==> src/rtl/input_conditioner.sv <==
// Purpose : synchronizes and debounces one asynchronous input, reports committed edges and rejected glitches.
// Latency : a held change reaches dout on edge SYNC_STAGES+DEBOUNCE_CYCLES after din_async is first sampled.
// Backpres: none; a sample is taken every cycle and nothing can stall the block.
//
// Ports:
//   clk         sole clock, rising edge
//   rst         asynchronous, active-high reset
//   din_async   raw input with no timing relationship to clk
//   en          debounce enable, synchronous to clk
//   dout        registered debounced level
//   rise_pulse  one-cycle strobe on a committed 0->1
//   fall_pulse  one-cycle strobe on a committed 1->0
//   glitch_cnt  saturating count of rejected transitions
module input_conditioner #(
  parameter int SYNC_STAGES     = 2,
  parameter int DEBOUNCE_CYCLES = 4
) (
  input  logic       clk,
  input  logic       rst,
  input  logic       din_async,
  input  logic       en,
  output logic       dout,
  output logic       rise_pulse,
  output logic       fall_pulse,
  output logic [7:0] glitch_cnt
);

  // ---------------------------------------------------------------------------
  // Parameter legality
  // ---------------------------------------------------------------------------
  generate
    if (SYNC_STAGES < 2 || SYNC_STAGES > 4) begin : g_bad_sync_stages
      $error("input_conditioner: SYNC_STAGES must be in 2..4");
    end
    if (DEBOUNCE_CYCLES < 2 || DEBOUNCE_CYCLES > 65535) begin : g_bad_debounce_cycles
      $error("input_conditioner: DEBOUNCE_CYCLES must be in 2..65535");
    end
  endgenerate

  // The counter only ever has to reach DEBOUNCE_CYCLES-1.
  localparam int CNT_W = (DEBOUNCE_CYCLES > 2) ? $clog2(DEBOUNCE_CYCLES) : 1;
  localparam logic [CNT_W-1:0] CNT_MAX = CNT_W'(DEBOUNCE_CYCLES - 1);
  localparam logic [CNT_W-1:0] CNT_ONE = CNT_W'(1);

  typedef enum logic [1:0] {
    ST_LOW   = 2'd0,
    ST_CHK_H = 2'd1,
    ST_HIGH  = 2'd2,
    ST_CHK_L = 2'd3
  } state_t;

  // ---------------------------------------------------------------------------
  // Synchronizer: only the last stage is allowed anywhere near the FSM.
  // ---------------------------------------------------------------------------
  logic [SYNC_STAGES-1:0] sync_q;
  logic                   s;

  always_ff @(posedge clk or posedge rst) begin
    if (rst) begin
      sync_q <= '0;
    end else begin
      sync_q <= {sync_q[SYNC_STAGES-2:0], din_async};
    end
  end

  assign s = sync_q[SYNC_STAGES-1];

  // ---------------------------------------------------------------------------
  // FSM state register
  // ---------------------------------------------------------------------------
  state_t           state_q;
  state_t           state_d;
  logic [CNT_W-1:0] cnt_q;
  logic [CNT_W-1:0] cnt_d;

  always_ff @(posedge clk or posedge rst) begin
    if (rst) begin
      state_q <= ST_LOW;
      cnt_q   <= '0;
    end else begin
      state_q <= state_d;
      cnt_q   <= cnt_d;
    end
  end

  // ---------------------------------------------------------------------------
  // FSM next-state logic
  // en=0 in a check state abandons the candidate edge without calling it a
  // glitch; en=0 in a settled state simply holds.
  // ---------------------------------------------------------------------------
  always_comb begin
    state_d = state_q;
    cnt_d   = cnt_q;
    case (state_q)
      ST_LOW: begin
        if (en && s) begin
          state_d = ST_CHK_H;
          cnt_d   = CNT_ONE;
        end
      end
      ST_CHK_H: begin
        if (!en || !s) begin
          state_d = ST_LOW;
          cnt_d   = '0;
        end else if (cnt_q == CNT_MAX) begin
          state_d = ST_HIGH;
          cnt_d   = '0;
        end else begin
          cnt_d = cnt_q + CNT_ONE;
        end
      end
      ST_HIGH: begin
        if (en && !s) begin
          state_d = ST_CHK_L;
          cnt_d   = CNT_ONE;
        end
      end
      ST_CHK_L: begin
        if (!en || s) begin
          state_d = ST_HIGH;
          cnt_d   = '0;
        end else if (cnt_q == CNT_MAX) begin
          state_d = ST_LOW;
          cnt_d   = '0;
        end else begin
          cnt_d = cnt_q + CNT_ONE;
        end
      end
      default: begin
        state_d = ST_LOW;
        cnt_d   = '0;
      end
    endcase
  end

  // ---------------------------------------------------------------------------
  // FSM output logic
  // Commit and glitch are decoded from the same state and mutually exclusive
  // conditions on s, so they can never coincide.
  // ---------------------------------------------------------------------------
  logic       commit_rise;
  logic       commit_fall;
  logic       glitch;
  logic       dout_d;
  logic [7:0] glitch_cnt_d;

  always_comb begin
    commit_rise  = 1'b0;
    commit_fall  = 1'b0;
    glitch       = 1'b0;
    dout_d       = dout;
    glitch_cnt_d = glitch_cnt;

    case (state_q)
      ST_CHK_H: begin
        commit_rise = en && s && (cnt_q == CNT_MAX);
        glitch      = en && !s;
      end
      ST_CHK_L: begin
        commit_fall = en && !s && (cnt_q == CNT_MAX);
        glitch      = en && s;
      end
      default: begin
        commit_rise = 1'b0;
        commit_fall = 1'b0;
        glitch      = 1'b0;
      end
    endcase

    if (commit_rise) begin
      dout_d = 1'b1;
    end else if (commit_fall) begin
      dout_d = 1'b0;
    end

    // Saturate rather than wrap so a storm of glitches stays visible.
    if (glitch && (glitch_cnt != 8'hFF)) begin
      glitch_cnt_d = glitch_cnt + 8'd1;
    end
  end

  // ---------------------------------------------------------------------------
  // Registered outputs
  // ---------------------------------------------------------------------------
  always_ff @(posedge clk or posedge rst) begin
    if (rst) begin
      dout       <= 1'b0;
      rise_pulse <= 1'b0;
      fall_pulse <= 1'b0;
      glitch_cnt <= 8'd0;
    end else begin
      dout       <= dout_d;
      rise_pulse <= commit_rise;
      fall_pulse <= commit_fall;
      glitch_cnt <= glitch_cnt_d;
    end
  end

endmodule

==> config.mk <==
export PLATFORM = sky130hd
export DESIGN_NAME = input_conditioner
export DESIGN_NICKNAME = d
export VERILOG_FILES = /design/src/rtl/input_conditioner.sv
export SDC_FILE = /design/constraint.sdc
export NUM_CORES = 1
export LEC_CHECK = 0
export ABC_CLOCK_PERIOD_IN_PS = 3000
export CORE_MARGIN = 2
export CORE_UTILIZATION = 45
export CTS_CLUSTER_SIZE = 24
export DETAILED_ROUTE_END_ITERATION = 7
export MAX_ROUTING_LAYER = met4
export PLACE_DENSITY = 0.71
export SLEW_MARGIN = 20
export SYNTH_ARGS = -nofsm -noshare
export SYNTH_HDL_FRONTEND = slang
export SYNTH_SLANG_ARGS = --single-unit
==> constraint.sdc <==
create_clock -name clk -period 3 [get_ports clk]
set_input_delay 0.75 -clock clk [delete_from_list [all_inputs] [get_ports clk]]
set_output_delay 0.75 -clock clk [all_outputs]
set_load 0.02 [all_outputs]
==> results of run 1 <==
power breakdown:
group / internal (mW) / leakage, nW / switching [mW] / total (mW)
registers: 0.275 / 0.218 / 0.0635 / 0.338
logic: 0.0998 / 0.172 / 0.110 / 0.210
clock network: 0.0507 / 0.0139 / 0.0770 / 0.128
synthesized netlist by cell type:
| library cell | number | area [um2] |
|---|---|---|
| dfrtp_1 | 17 | 425.4 |
| nand2_1 | 9 | 33.78 |
| mux2_1 | 5 | 56.30 |
| o21ai_0 | 5 | 25.02 |
| nand3_1 | 4 | 20.02 |
| inv_1 | 3 | 11.26 |
| nand4_1 | 3 | 18.77 |
| nor4_1 | 3 | 18.77 |
| a21oi_1 | 2 | 10.01 |
| buf_2 | 2 | 10.01 |
| ha_1 | 2 | 25.02 |
| nor2_1 | 2 | 7.510 |
| nor3_1 | 2 | 10.01 |
| a31oi_1 | 1 | 6.260 |
| a41oi_1 | 1 | 8.760 |
| mux2_2 | 1 | 11.26 |
| nand2b_1 | 1 | 6.260 |
| nor2b_1 | 1 | 6.260 |
| nor3b_1 | 1 | 7.510 |
| o2111a_1 | 1 | 11.26 |
| o21a_1 | 1 | 7.510 |
| o22ai_1 | 1 | 6.260 |
| xnor2_1 | 1 | 8.760 |
| xor2_1 | 1 | 8.760 |
| xor2_2 | 1 | 16.27 |
sequential cells by signal (all words and copies together), names as in the netlist:
register and flops:
dout 1, sync_q 2, glitch_cnt 8, rise_pulse 1
cnt_q 2, state_q 2, fall_pulse 1
per-layer routing:
metal	GRT usage, %	routed length (um)
met3	3.968	83
met1	21.57	650
met4	5.294	0
met5	-	0
met2	22.54	609
kinds of logic (layout without fill, tap and decap cells):
logic type,Yosys count,in the layout,synth area share (%)
XOR/XNOR,3,3,4.349
multiplexers,6,6,8.695
adder cells (fa/ha/maj),2,2,3.220
AND/OR/NAND/NOR,26,26,16.59
buffers and inverters,5,21,2.737
flip-flops,17,17,54.75
AO/OA/AOI/OAI,12,12,9.663
final cells by class:
type / instances / share of cell area [%]
clock buffer: 3 / 2.350
clock inverter: 1 / 0.7833
inverter: 3 / 1.175
multi-input combinational: 49 / 34.46
sequential: 17 / 44.39
tap: 17 / 2.219
timing repair buffer: 14 / 14.62
through the flow:
stage                     setup WS (ps)  std cells  utilization, %
after global routing              785.5        104           57.38
after floorplan                    1258         71               -
after CTS                         841.8        104           57.38
final                             843.8        104           57.38
after detailed placement          651.8        100           55.58
after global placement            643.8        100           55.58
how the worst max path moves through the flow:
stage                                     end                       from  depth (start not counted)
finish                          glitch_cnt[2]  glitch_cnt[2]$_DFFE_PP0P_                          1
detailed placement  glitch_cnt[7]$_DFFE_PP0P_                         en                          4
global placement    glitch_cnt[7]$_DFFE_PP0P_                         en                          4
CTS                             glitch_cnt[2]  glitch_cnt[2]$_DFFE_PP0P_                          1
global route                    glitch_cnt[2]  glitch_cnt[2]$_DFFE_PP0P_                          1
floorplan           glitch_cnt[5]$_DFFE_PP0P_                         en                          4
==> results by group, run 1 <==
Outcome
  • Status: finished, final reports clean

Place
  • GPL Wtd Cong: between 0.7 and 0.8
  • Hpwl dp: between 1000 and 1500 um
  • Port-buffer cells: 14
  • Dpl cell area: 928.4 um2

Layout
  • Filler cell count: about 150
  • Area of the multi-input gates: approximately 330 um2
  • Fraction of layout cells with a size suffix above 1: a little under 7%
  • Area Overhead vs Synth: 23.35%
  • Design area: 958.4 um2
  • Commonest cells after routing, fill and taps aside: dfrtp_1, clkdlybuf4s50_1, nand2_1
  • Final nets: 94
  • Register Area: between 400 and 500 um2
  • Diodes inserted: 0
  • Commonest non-fill, non-tap cell in the layout: dfrtp_1

STA
  • Fin crit share: 71.87%
  • Tmin final: 2156 ps
  • Worst Skew: 9.441 ps
  • Slew @ Worst Pin: around 620 ps
  • Slew HR: ~60%
  • Final Hold Slack: 364.3 ps
  • Setup TNS Final: 0 ps
  • Setup Viol. Count Final: 0
  • Hold Fails Final Rpt: 0
  • RSZ-0062 raised after global routing: no
  • Max Fclk: between 0.4 and 0.5 GHz
  • Pins Over Slew Limit: 0

CTS
  • Cts hold-fix bufs: 0
  • H-tree levels: 1
  • TritonCTS clock tree: yes
  • Post_cts resized: 0
  • Root Driver: clkbuf_4
  • Max Buffers Root-to-Sink: 2
  • Total CTS buffers: 3
  • Post-CTS setup buffers: 0
  • Clk_lat worst skew: slightly below 300 ps
  • Clock edge transition at the registers on the reported setup and hold paths: between 100 and 150 ps
  • Clock sinks: 17

Route
  • ANT nets after route: 0
  • Drt total wl: 1344 um
  • Per-cell routed wire length: between 10 and 15 um
  • Vias post-DR: 581
  • DRC: 0
  • Starting DRT DRC Count: 16
  • Drt via density: around 5.6
  • DR pass1 iterations: 5

Critical path
  • Reg2reg end: glitch_cnt[1]$_DFFE_PP0P_
  • Top delay family on crit path: buffers and inverters
  • Worst setup EP type: output pin
  • Critical path startpoint category: flop
  • Worst reg2reg path startpoint: glitch_cnt[0]$_DFFE_PP0P_
  • Buf+Inv Stages, Crit Path: 1
  • CP max stage cell: clkdlybuf4s50_1
  • CP required: 2250 ps
  • Worst Reg-to-Reg Cells: 4
  • Critical path type: flop to output pin
  • Max FO, Critical Path: 7
  • Max incr delay on CP: ~640 ps
  • Reg2Reg Setup Slack: between 1000 and 1500 ps
  • Crit path cell chain: clkdlybuf4s50_1
  • Data arrival, critical path: roughly 1400 ps

Synth
  • Post-Synthesis Cells: 71
  • Yosys cell types: 25
  • Synth Net Count: slightly below 80
  • Seq/Total Area, Yosys: 54.75%
  • Yosys synthesis warning count: 0
  • Mapped Area: around 780 um2
  • Synthesized flop and latch total: 17
  • Syn avg cell area: between 10 and 15 um2

GRT
  • Vias in the first global route: a little over 500
  • First-pass GRT wire length: about 2300 um
  • Gr ovfl total: 0
  • Initial antenna violation count: 0
  • Largest net degree at the start of global routing: 18
  • Overall routing resource usage: about 16%

Hold path
  • WHS Endpoint: sync_q[1]$_DFF_PP0_
  • Hold depth: 0
  • HP Class: flop to flop
  • Min-delay src: sync_q[0]$_DFF_PP0_

Die
  • Core footprint: ~1700 um2
  • Row count: 15
  • Top Ports: 15
  • DIE HEIGHT: between 40 and 50 um
  • Die ar.: between 2000 and 2500 um2
  • Initial Utilization: 46.52%
  • Chip Width: ~46 um

Flow run
  • Max-cap violations: 0

Power and ir drop
  • Leakage: about 0.40 nW
  • Overall Power: around 0.68 mW
  • PD cells: 705.2 nW/um2
  • Peak VDD IR: around 0.00047 V
Power figures use the tool's default switching activity.
==> run 2: changes to the inputs <==
Settings changed: ABC_CLOCK_PERIOD_IN_PS 3000 to 2150.
Clock period 3 ns to 2.15 ns, I/O delays scaled along.
==> run 2 against run 1 <==
  * Flip-flop and latch count is the same
  * Non-clock buffer count grew 1
  * Total power is 39% higher
  * Clock power is 37% higher
  * Register-to-register slack lost 850 ps
  * Final cell count rose by 0.96%
  * Die area unchanged
  * Cell area grew 0.52%
  * Combinational power increased by 42%
  * Critical endpoint unchanged
  * Largest cell class unchanged
  * Largest power group unchanged
  * Highest routed layer is now met4
==> results by group, run 2 (synthesized netlist as in run 1, its figures left out) <==
Outcome
  • Status: finished, final reports clean

Route
  • Per-cell routed wire length: around 13 um
  • M1 WL: about 670 um
  • Starting DRT DRC Count: 12
  • Drt via density: roughly 5.6
  • Metal3 WL: around 74 um
  • DR pass1 iterations: 4
  • Metal2 WL: 635 um
  • ANT nets after route: 0
  • Drt total wl: 1410 um
  • DRC: 0
  • Top layer in use: met4
  • Vias post-DR: ~600

Place
  • GPL Wtd Cong: 0.8390
  • Port-buffer cells: 14
  • Dpl cell area: approximately 940 um2
  • Hpwl dp: approximately 1000 um

CTS
  • Post-CTS setup buffers: 0
  • Max Buffers Root-to-Sink: 2
  • Clock sinks: 17
  • Total CTS buffers: 3
  • Post_cts resized: 0
  • Clock edge transition at the registers on the reported setup and hold paths: around 110 ps
  • H-tree levels: 1
  • Root Driver: clkbuf_4
  • Cts hold-fix bufs: 0
  • Clk_lat worst skew: roughly 300 ps
  • TritonCTS clock tree: yes

GRT
  • Largest net degree at the start of global routing: 18
  • First-pass GRT wire length: between 2000 and 2500 um
  • Overall routing resource usage: between 10% and 20%
  • Initial antenna violation count: 0
  • Gr ovfl total: 0
  • Vias in the first global route: 540

Power and ir drop
  • Comb pwr share: approximately a third
  • Sw Pwr: about 0.35 mW
  • Sequential share of power: ~50%
  • Peak VDD IR: 0.0005718 V
  • Clk pwr share: approximately a fifth
  • PD cells: between 900 and 1000 nW/um2
  • Overall Power: between 0.9 and 1 mW
  • Switching share of power: 37.04%
  • Cell Int Power: slightly below 0.6 mW
  • Leakage: 0.4119 nW

Die
  • Die ar.: between 2000 and 2500 um2
  • Core footprint: about 1700 um2
  • Row count: 15
  • Top Ports: 15
  • DIE HEIGHT: approximately 46 um
  • Chip Width: between 40 and 50 um
  • Initial Utilization: a little under half

Layout
  • Commonest cells after routing, fill and taps aside: dfrtp_1, clkdlybuf4s50_1, nand2_1
  • Filler cell count: 140
  • Max FFs per register: 8
  • Fin util: between 50% and 60%
  • Commonest non-fill, non-tap cell in the layout: dfrtp_1
  • Biggest register: glitch_cnt
  • Final nets: 95
  • Area Overhead vs Synth: 23.99%
  • Register Area: 425.4 um2
  • Fraction of layout cells with a size suffix above 1: 7.955%
  • Diodes inserted: 0
  • Area of the multi-input gates: between 300 and 400 um2
  • Design area: 963.4 um2

Critical path
  • Buf+Inv Stages, Crit Path: 1
  • Top delay family on crit path: buffers and inverters
  • Worst setup EP type: output pin
  • Crit path cell chain: clkdlybuf4s50_1
  • Data arrival, critical path: ~1400 ps
  • Critical path startpoint category: flop
  • Max FO, Critical Path: 7
  • CP max stage cell: clkdlybuf4s50_1
  • Critical path type: flop to output pin
  • Max incr delay on CP: approximately 640 ps
  • CP required: roughly 1600 ps

STA
  • Setup Viol. Count Final: 0
  • Worst Skew: roughly 6.5 ps
  • Hold Fails Final Rpt: 0
  • RSZ-0062 raised after global routing: no
  • Slew @ Worst Pin: between 600 and 700 ps
  • Max Fclk: 0.5182 GHz
  • Tmin final: slightly below 2000 ps
  • Fin crit share: between 80 and 90%
  • Setup TNS Final: 0 ps
  • Slew HR: between 50% and 60%
  • Pins Over Slew Limit: 0

Hold path
  • HP Class: flop to flop

Flow run
  • Max-cap violations: 0
[run 2: cell types whose count changed in the layout (fill, tap and decap cells not counted), sizes merged]
cell | previous run | this run
clkinv | 0 | 1
buf | 0 | 1
clkinvlp | 1 | 0
[run 2: layer usage]
| layer | vias up | global-route usage, % |
|---|---|---|
| li1 | 288 | - |
| met1 | 279 | 20.15 |
| met2 | 20 | 24.51 |
| met3 | 4 | 3.571 |
| met4 | 0 | 7.059 |
| met5 | - | - |
[run 2: final cells by class]
| cell class | instances | area share (%) |
|---|---|---|
| clock inverter | 1 | 0.5195 |
| inverter | 3 | 1.169 |
| clock buffer | 3 | 2.338 |
| multi-input combinational | 49 | 34.29 |
| tap | 17 | 2.208 |
| timing repair buffer | 15 | 15.32 |
| sequential | 17 | 44.16 |
[run 2: power groups by stage]
stage	Clock, mW	Sequential, mW	Combinational, mW
finish	0.175	0.470	0.298
global route	0.197	0.484	0.326
CTS	0.174	0.470	0.301
detailed placement	0	0.477	0.299
global placement	0	0.473	0.291
floorplan	0	0.496	0.159
[run 2: worst paths after layout]
kind | start | end | slack (ps) | depth (start not counted)
min | sync_q[0]$_DFF_PP0_ | sync_q[1]$_DFF_PP0_ | 380 | 0
min in group asynchronous | rst | glitch_cnt[5]$_DFFE_PP0P_ | 610 | 2
max in group asynchronous | rst | cnt_q[0]$_DFFE_PP0P_ | 1130 | 2
max | glitch_cnt[2]$_DFFE_PP0P_ | glitch_cnt[2] | 220 | 1
max reg2reg | glitch_cnt[0]$_DFFE_PP0P_ | glitch_cnt[1]$_DFFE_PP0P_ | 500 | 4
min reg2reg | sync_q[0]$_DFF_PP0_ | sync_q[1]$_DFF_PP0_ | 380 | 0
[run 2: metrics by stage]
| stage | setup slack (ps) | std cells | hold slack [ps] |
|---|---|---|---|
| finish | 220.3 | 105 | 384.0 |
| CTS | 214.2 | 105 | 393.9 |
| floorplan | 549.1 | 71 | 331.2 |
| detailed placement | 160.2 | 101 | 358.2 |
| global placement | 129.5 | 101 | 334.2 |
| global route | 160.0 | 105 | 403.3 |
